$ cat config.mk
export PLATFORM = sky130hd
export DESIGN_NAME = clksw_sched
export DESIGN_NICKNAME = d
export VERILOG_FILES = /design/src/rtl/clksw_pkg.sv /design/src/rtl/clksw_sync.sv /design/src/rtl/clksw_sched.sv
export SDC_FILE = /design/constraint.sdc
export NUM_CORES = 1
export LEC_CHECK = 0
export BUFFER_PORTS_ARGS = -buffer_cell sky130_fd_sc_hd__buf_2
export CAP_MARGIN = 30
export CELL_PAD_IN_SITES_DETAIL_PLACEMENT = 1
export CELL_PAD_IN_SITES_GLOBAL_PLACEMENT = 2
export CORE_MARGIN = 5
export CORE_UTILIZATION = 30
export CTS_CLUSTER_SIZE = 20
export DETAILED_ROUTE_END_ITERATION = 8
export HOLD_SLACK_MARGIN = 0.1
export PLACE_DENSITY = 0.79
export SYNTH_ARGS = -nofsm -noshare
export SYNTH_HDL_FRONTEND = slang
export SYNTH_SLANG_ARGS = --single-unit
$ cat constraint.sdc
create_clock -name clk_in -period 1.3 [get_ports clk_in]
set_input_delay 0.13 -clock clk_in [delete_from_list [all_inputs] [get_ports clk_in]]
set_output_delay 0.13 -clock clk_in [all_outputs]
set_load 0.02 [all_outputs]
$ cat src/rtl/clksw_pkg.sv
`default_nettype none
// ----------------------------------------------------------------------------
// clksw_pkg : shared state, divider codes and output decode for clksw_sched
// Revision  : 1.0
// ----------------------------------------------------------------------------
package clksw_pkg;

  typedef enum logic [1:0] {
    S_LS    = 2'd0,
    S_TO_HS = 2'd1,
    S_HS    = 2'd2,
    S_TO_LS = 2'd3
  } state_e;

  localparam logic [1:0] DIV_1   = 2'b00;
  localparam logic [1:0] DIV_2   = 2'b01;
  localparam logic [1:0] DIV_4   = 2'b10;
  localparam logic [1:0] DIV_8   = 2'b11;
  localparam logic [1:0] DIV_RST = DIV_8;

  typedef struct packed {
    logic hsclk_sel;
    logic busy;
    logic hs_active;
  } state_outs_t;

  function automatic state_outs_t state_outs(input state_e s);
    state_outs_t o;
    o.hsclk_sel = (s == S_TO_HS) || (s == S_HS);
    o.busy      = (s == S_TO_HS) || (s == S_TO_LS);
    o.hs_active = (s == S_HS);
    return o;
  endfunction

endpackage
`default_nettype wire

$ cat src/rtl/clksw_sync.sv
`default_nettype none
// ----------------------------------------------------------------------------
// clksw_sync : STAGES-deep single-bit synchroniser, async active-low reset to 0
// Revision   : 1.0
// ----------------------------------------------------------------------------
module clksw_sync #(
  parameter int STAGES = 2
) (
  input  logic clk_in,
  input  logic rst_b,
  input  logic d_i,
  output logic q_o
);

  logic [STAGES-1:0] sync_q;

  always_ff @(posedge clk_in or negedge rst_b) begin
    if (!rst_b) begin
      sync_q <= '0;
    end else begin
      sync_q <= {sync_q[STAGES-2:0], d_i};
    end
  end

  assign q_o = sync_q[STAGES-1];

endmodule
`default_nettype wire

$ cat src/rtl/clksw_sched.sv
`default_nettype none
// ----------------------------------------------------------------------------
// clksw_sched : CPU clock-switch speed-change sequencer (HS/LS select, divider)
//               Optional acknowledge watchdog: define CLKSW_WATCHDOG_EN
// Revision    : 1.0
// ----------------------------------------------------------------------------
module clksw_sched
  import clksw_pkg::*;
#(
  parameter int SYNC_STAGES    = 2,
  parameter int DWELL_CYCLES   = 16,
  parameter int DWELL_W        = 5,
  parameter int TIMEOUT_CYCLES = 255
) (
  input  logic       clk_in,
  input  logic       rst_b,
  input  logic       sw_hs_req,
  input  logic [1:0] sw_div_sel,
  input  logic       io_slow_req,
  input  logic       hsclk_selected,
  input  logic       lsclk_selected,
  output logic       hsclk_sel,
  output logic [1:0] cpuclk_div_sel,
  output logic       busy,
  output logic       hs_active,
  output logic       sw_err
);

  if (SYNC_STAGES < 2) begin : g_bad_sync
    $error("SYNC_STAGES must be >= 2");
  end
  if (DWELL_CYCLES >= (1 << DWELL_W)) begin : g_bad_dwell
    $error("DWELL_W too narrow for DWELL_CYCLES");
  end
  if (TIMEOUT_CYCLES < 2) begin : g_bad_timeout
    $error("TIMEOUT_CYCLES must be >= 2");
  end

  localparam logic [DWELL_W-1:0] DWELL_LOAD = DWELL_W'(DWELL_CYCLES);

  logic               hs_ack, ls_ack, target_hs;
  logic               wd_timeout, wd_err;
  state_e             state_q, state_d;
  logic [DWELL_W-1:0] dwell_q, dwell_d, dwell_dec;
  logic [1:0]         div_q, div_d;
  state_outs_t        outs_q, outs_d;

  clksw_sync #(.STAGES(SYNC_STAGES)) u_sync_hs (
    .clk_in (clk_in),
    .rst_b  (rst_b),
    .d_i    (hsclk_selected),
    .q_o    (hs_ack)
  );

  clksw_sync #(.STAGES(SYNC_STAGES)) u_sync_ls (
    .clk_in (clk_in),
    .rst_b  (rst_b),
    .d_i    (lsclk_selected),
    .q_o    (ls_ack)
  );

  assign target_hs = sw_hs_req & ~io_slow_req & ~wd_err;
  assign dwell_dec = (dwell_q == '0) ? '0 : dwell_q - DWELL_W'(1);

  always_ff @(posedge clk_in or negedge rst_b) begin
    if (!rst_b) begin
      state_q <= S_LS;
      dwell_q <= '0;
      div_q   <= DIV_RST;
      outs_q  <= '0;
    end else begin
      state_q <= state_d;
      dwell_q <= dwell_d;
      div_q   <= div_d;
      outs_q  <= outs_d;
    end
  end

  always_comb begin
    state_d = state_q;
    dwell_d = dwell_q;
    div_d   = div_q;
    case (state_q)
      S_LS: begin
        dwell_d = dwell_dec;
        // HS clock is stopped only while LS is acknowledged
        if (ls_ack) div_d = sw_div_sel;
        if (target_hs && (dwell_q == '0) && ls_ack) state_d = S_TO_HS;
      end
      S_TO_HS: begin
        if (hs_ack) begin
          state_d = S_HS;
          dwell_d = DWELL_LOAD;
        end else if (wd_timeout) begin
          state_d = S_TO_LS;
        end
      end
      S_HS: begin
        dwell_d = dwell_dec;
        if (!target_hs && ((dwell_q == '0) || io_slow_req)) state_d = S_TO_LS;
      end
      S_TO_LS: begin
        if (ls_ack) begin
          state_d = S_LS;
          dwell_d = DWELL_LOAD;
        end
      end
      default: state_d = S_LS;
    endcase
  end

  always_comb begin
    outs_d = state_outs(state_d);
  end

`ifdef CLKSW_WATCHDOG_EN
  localparam int TO_W = $clog2(TIMEOUT_CYCLES + 1);

  logic [TO_W-1:0] to_q, to_d;
  logic            err_q, err_d;
  logic            waiting;

  assign waiting    = ((state_q == S_TO_HS) && !hs_ack) || ((state_q == S_TO_LS) && !ls_ack);
  assign wd_timeout = (to_q == TO_W'(TIMEOUT_CYCLES - 1));
  assign wd_err     = err_q;

  always_comb begin
    to_d  = '0;
    err_d = err_q | (wd_timeout & waiting);
    // counter saturates once expired so a stuck S_TO_LS keeps reporting
    if (waiting && (state_d == state_q)) to_d = wd_timeout ? to_q : to_q + TO_W'(1);
  end

  always_ff @(posedge clk_in or negedge rst_b) begin
    if (!rst_b) begin
      to_q  <= '0;
      err_q <= 1'b0;
    end else begin
      to_q  <= to_d;
      err_q <= err_d;
    end
  end
`else
  assign wd_timeout = 1'b0;
  assign wd_err     = 1'b0;
`endif

  assign hsclk_sel      = outs_q.hsclk_sel;
  assign busy           = outs_q.busy;
  assign hs_active      = outs_q.hs_active;
  assign cpuclk_div_sel = div_q;
  assign sw_err         = wd_err;

endmodule
`default_nettype wire

; Word level (Yosys, flattened, before mapping)
; Cells that the tools add are included.
[word_totals]
regBits = 16
inputBits = 8
word_cells = 40
output_inout_bits = 6
[op_classes]
bitwise = 2
n_eq_ne = 8
n_reduce_logical = 12
muxes = 9
n_addsub = 1
[ops]
columns = cell, n
row1 = 5-bit 2-to-1 mux, 3
row2 = 5-bit one-hot mux with 3 select lines, 1
row3 = 2-bit == test (second input constant), 4
row4 = 2-bit 2-to-1 mux, 4
row5 = 2-bit one-hot mux with 4 select lines, 1
row6 = 5-bit zero test, 1
row7 = 5-bit by 1-bit subtractor with 5-bit output (second input constant), 1
row8 = 2-bit by 1-bit == test with 1-bit output (second input constant), 2
row9 = 2-bit by 1-bit != test with 1-bit output (second input constant), 2
row10 = 2-bit AND reduction, 2
row11 = 1-bit logical AND, 3
row12 = 1-bit logical OR, 3
row13 = 2-bit zero test, 1
row14 = 2-bit OR reduction, 1
row15 = 1-bit AND, 1
row16 = 1-bit zero test, 1
row17 = 1-bit inverter, 1

; Depth between registers and ports, before layout
[depth]
depth_word = 8
ltp_mapped = 6
mapped_depth_nobuf = 6

; By module
; Synthesis repeated with hierarchy kept, for this count alone.
[unflattened]
hier_cells = 55
area_unflattened_um2 = 664.4
[by_module_without_submodules]
columns = module, cells_each, seq_area_each_um2, area_each_um2, n_inst
row1 = clksw_sched, 51, 277.8, 564.3, 1
row2 = clksw_sync, 2, 50.0, 50.0, 2

; Worst setup path before layout
; Ideal clock, no wire load.
[synth_timing]
path_type = reg2reg
start = register dwell_q[2]
end = register outs_q (netlist bit hsclk_sel)
setup_time_ps = 113
synth_period_minus_slack_ps = 1400
setup_slack_ps = -100
path_buffers = 0
required_ps = 1187
t_arrival_ps = 1288
stages_incl_launch_ff = 6
cell_sequence = dfrtp_1 -> nor3_2 -> a21oi_1 -> o31a_1 -> ha_1 -> inv_1
[synth_lines]
columns = item, line
row1 = from (decl), clksw_sched.sv:44  ; logic [DWELL_W-1:0] dwell_q, dwell_d, dwell_dec;
row2 = from (signal assigned), clksw_sched.sv:73  ; dwell_q <= dwell_d;
row3 = to (signal assigned), clksw_sched.sv:75  ; outs_q <= outs_d;
row4 = to (decl), clksw_sched.sv:46  ; state_outs_t outs_q, outs_d;

==> reports/qor.yml <==
die:
  die_w_um: 57.8
  die_h_um: 57.8
  fp-row-count: 17
  io_pins: 14
  start_util_pct: 31.3
  design.die.area_um2: 3340
  core_um2: 2190
clock_tree:
  clock-sinks: 15
  clockBufferDepth: 2
  clk_latency_ns: 0.28
  cts-buffers-inserted: 3
  h-tree-depth: 1
  path_clk_slew_ns: 0.09
  root_buffer: "clkbuf_4"
  cts_tree: "yes"
pwr:
  max-vdd-ir-drop_v: 0.00113
  leakagePower_nw: 0.484
  power_density_nw_per_um2: 2440
  finalPower_mw: 2.51
routing:
  routed_via_density: 4.56
  drt-initial-drc-count: 2
  drc: 0
  vias: 538
  first_pass_iters: 3
  ant_nets: 0
  wl_um: 1750
  wire_per_inst_um: 14.8
logic_synthesis:
  synth_nets: 66
  yosysSeqAreaShare_pct: 55.1
  synthArstFlopShare_pct: 100
  synth_area_leader_cell: "dfrtp_1"
  yosysUniqueCellTypes: 26
  ys_seq_elements: 15
  yosys_warnings: 0
  synth_area_per_cell_um2: 12.5
  synthTopCellsByArea: "dfrtp_1 (47%), dfstp_2 (7.7%), ha_1 (5.5%)"
  ys.flop_type: "dfrtp_1"
  synthesis.area_um2: 686
  synth_top_area_share_pct: 47.4
  synthCells: 55
  synth_most_common_cell: "dfrtp_1"
  synthTopCellsByCount: "dfrtp_1 (13), inv_1 (7), a21oi_1 (3), ha_1 (3)"
  synth_edf_count: 0
setup_path:
  max_stage_delay_ns: 0.42
  critPathTopFamily: "flip-flops"
  crit_buf_inv: 1
  critPathKind: "register to register"
  cp.required_ns: 1.48
  arrival_ns: 1.62
  crit_cells: 5
  crit_path_start_kind: "register"
  slowest_stage: "dfrtp_1"
  crit_chain: "and4bb_1 -> a21oi_1 -> o31a_1 -> ha_1 -> inv_1"
  ff2ff_path_depth: 5
  crit_path_end_kind: "register"
  cp_max_fo: 3
timing:
  period_share_pct: 111
  hold-worst-slack_ns: 0.275
  fin_ws_ns: -0.139
  rsz0062_at_grt: "yes"
  max_freq_mhz: 695
  skew_ns: 0.00927
  hold_violations: 0
  finalCriticalPeriod_ns: 1.44
  setup_viol: 3
  fin_setup_tns_ns: -0.216
  slew_viol_final: 0
final_layout:
  drive_above_1_share_pct: 53.3
  fill_cells: 248
  instances_no_fill: 118
  antenna_cells: 0
  final_cell_area_um2: 1030
  final_nets: 102
  area_growth_pct: 50.5
placed_design:
  post_dp_cell_area_um2: 863
  portBuffers: 12
  dp_hpwl_um: 1110
  place.gp.congestion: 0.719
  dp_cells: 106
run_status:
  status: "finished, violations left"
  violations: "setup timing"
global_route:
  grt_pass1_wl_um: 2770
  antenna_found_initial: 0
  overflow: 0
  grt_max_degree: 16
  grt_pass1_vias: 625
  grt_use_total_pct: 10.7
job:
  drv_cap: 0
hold_path:
  worstHoldPathType: "input port to async pin"
## routing by layer
layer  track usage, %  part of all wire [%]  up-vias  wire [um]
li1                 -                     -      262          -
met5                0                     0        -          0
met2             20.3                    57        5        996
met3             3.34                   2.3        0         41
met4             1.99                     0        0          0
met1             11.5                    41      271        713
## logic make-up (layout without fill, tap and decap cells)
group	count (synthesis)	count (layout)	share of synthesized area (%)
flops	15	15	55.1
compound gates	13	13	12.8
buf+inv	9	44	6.02
simple gates	8	8	10.4
mux	5	5	8.39
fa+ha+maj	3	3	5.48
other cells	1	1	0.547
xor+xnor	1	1	1.28
## what timing repair did
item / CTS / global route
endpoints found under the hold margin: 19 / 0
setup endpoints to repair: 4 / 11
setup buffers: 4 / 2
pin swaps: 6 / 3
gates resized for setup: 6 / 8
hold buffers: 5 / 0
## cell usage in the layout (no fill, tap or decap), drive strengths merged
master and count:
o21ai 1, a21o 1, dfstp 2, o2bb2ai 1, a21oi 3, and4bb 1
inv 7, buf 28, o31ai 2, nand2b 3, o22ai 2, conb 1
nand3 1, mux2i 2, ha 3, nor3 2, mux2 3, a31oi 1
xnor2 1, dfrtp 13, clkbuf 4, o2111ai 1, nor3b 1, dlygate4sd3 5
o31a 1
## power breakdown
group	internal, mW	total [mW]	switching (mW)
clock	0.119	0.257	0.138
sequential	0.671	0.813	0.142
combinational	0.748	1.44	0.696
## worst paths after layout
check,start,endpoint,slack [ns]
min in group clk_in,io_slow_req,state_q[0],0.28
worst min register to register,u_sync_ls.sync_q[0],u_sync_ls.sync_q[1],0.36
worst max-delay path,state_q[1],hsclk_sel,-0.14
max in group asynchronous,rst_b,cpuclk_div_sel[1],0.72
worst max register to register,state_q[1],hsclk_sel,-0.14
worst min-delay path,rst_b,hsclk_sel,0.27
## per-stage QoR
stage	setup slack, ns	utilization, %
after floorplan	-0.0896	-
after global placement	-0.104	39.4
after detailed placement	-0.162	39.4
after CTS	-0.109	45.2
after global routing	-0.174	47.1
final	-0.139	47.1
## final cells by class
class | instances | area [um^2] | area share [%]
flip-flops and latches | 15 | 379 | 36.7
multi-input cells | 31 | 335 | 32.5
repair buffers | 33 | 230 | 22.3
well taps | 28 | 35.0 | 3.39
clock buffers | 4 | 26.3 | 2.55
inverters | 7 | 26.3 | 2.55
## state kept, by name, summed over array words and instances (netlist names)
| signal | flops |
|---|---|
| dwell_q | 5 |
| cpuclk_div_sel | 2 |
| state_q | 2 |
| u_sync_hs.sync_q | 2 |
| u_sync_ls.sync_q | 2 |
| hs_active | 1 |
| hsclk_sel | 1 |
No activity file was read; power rests on OpenSTA's default activity.
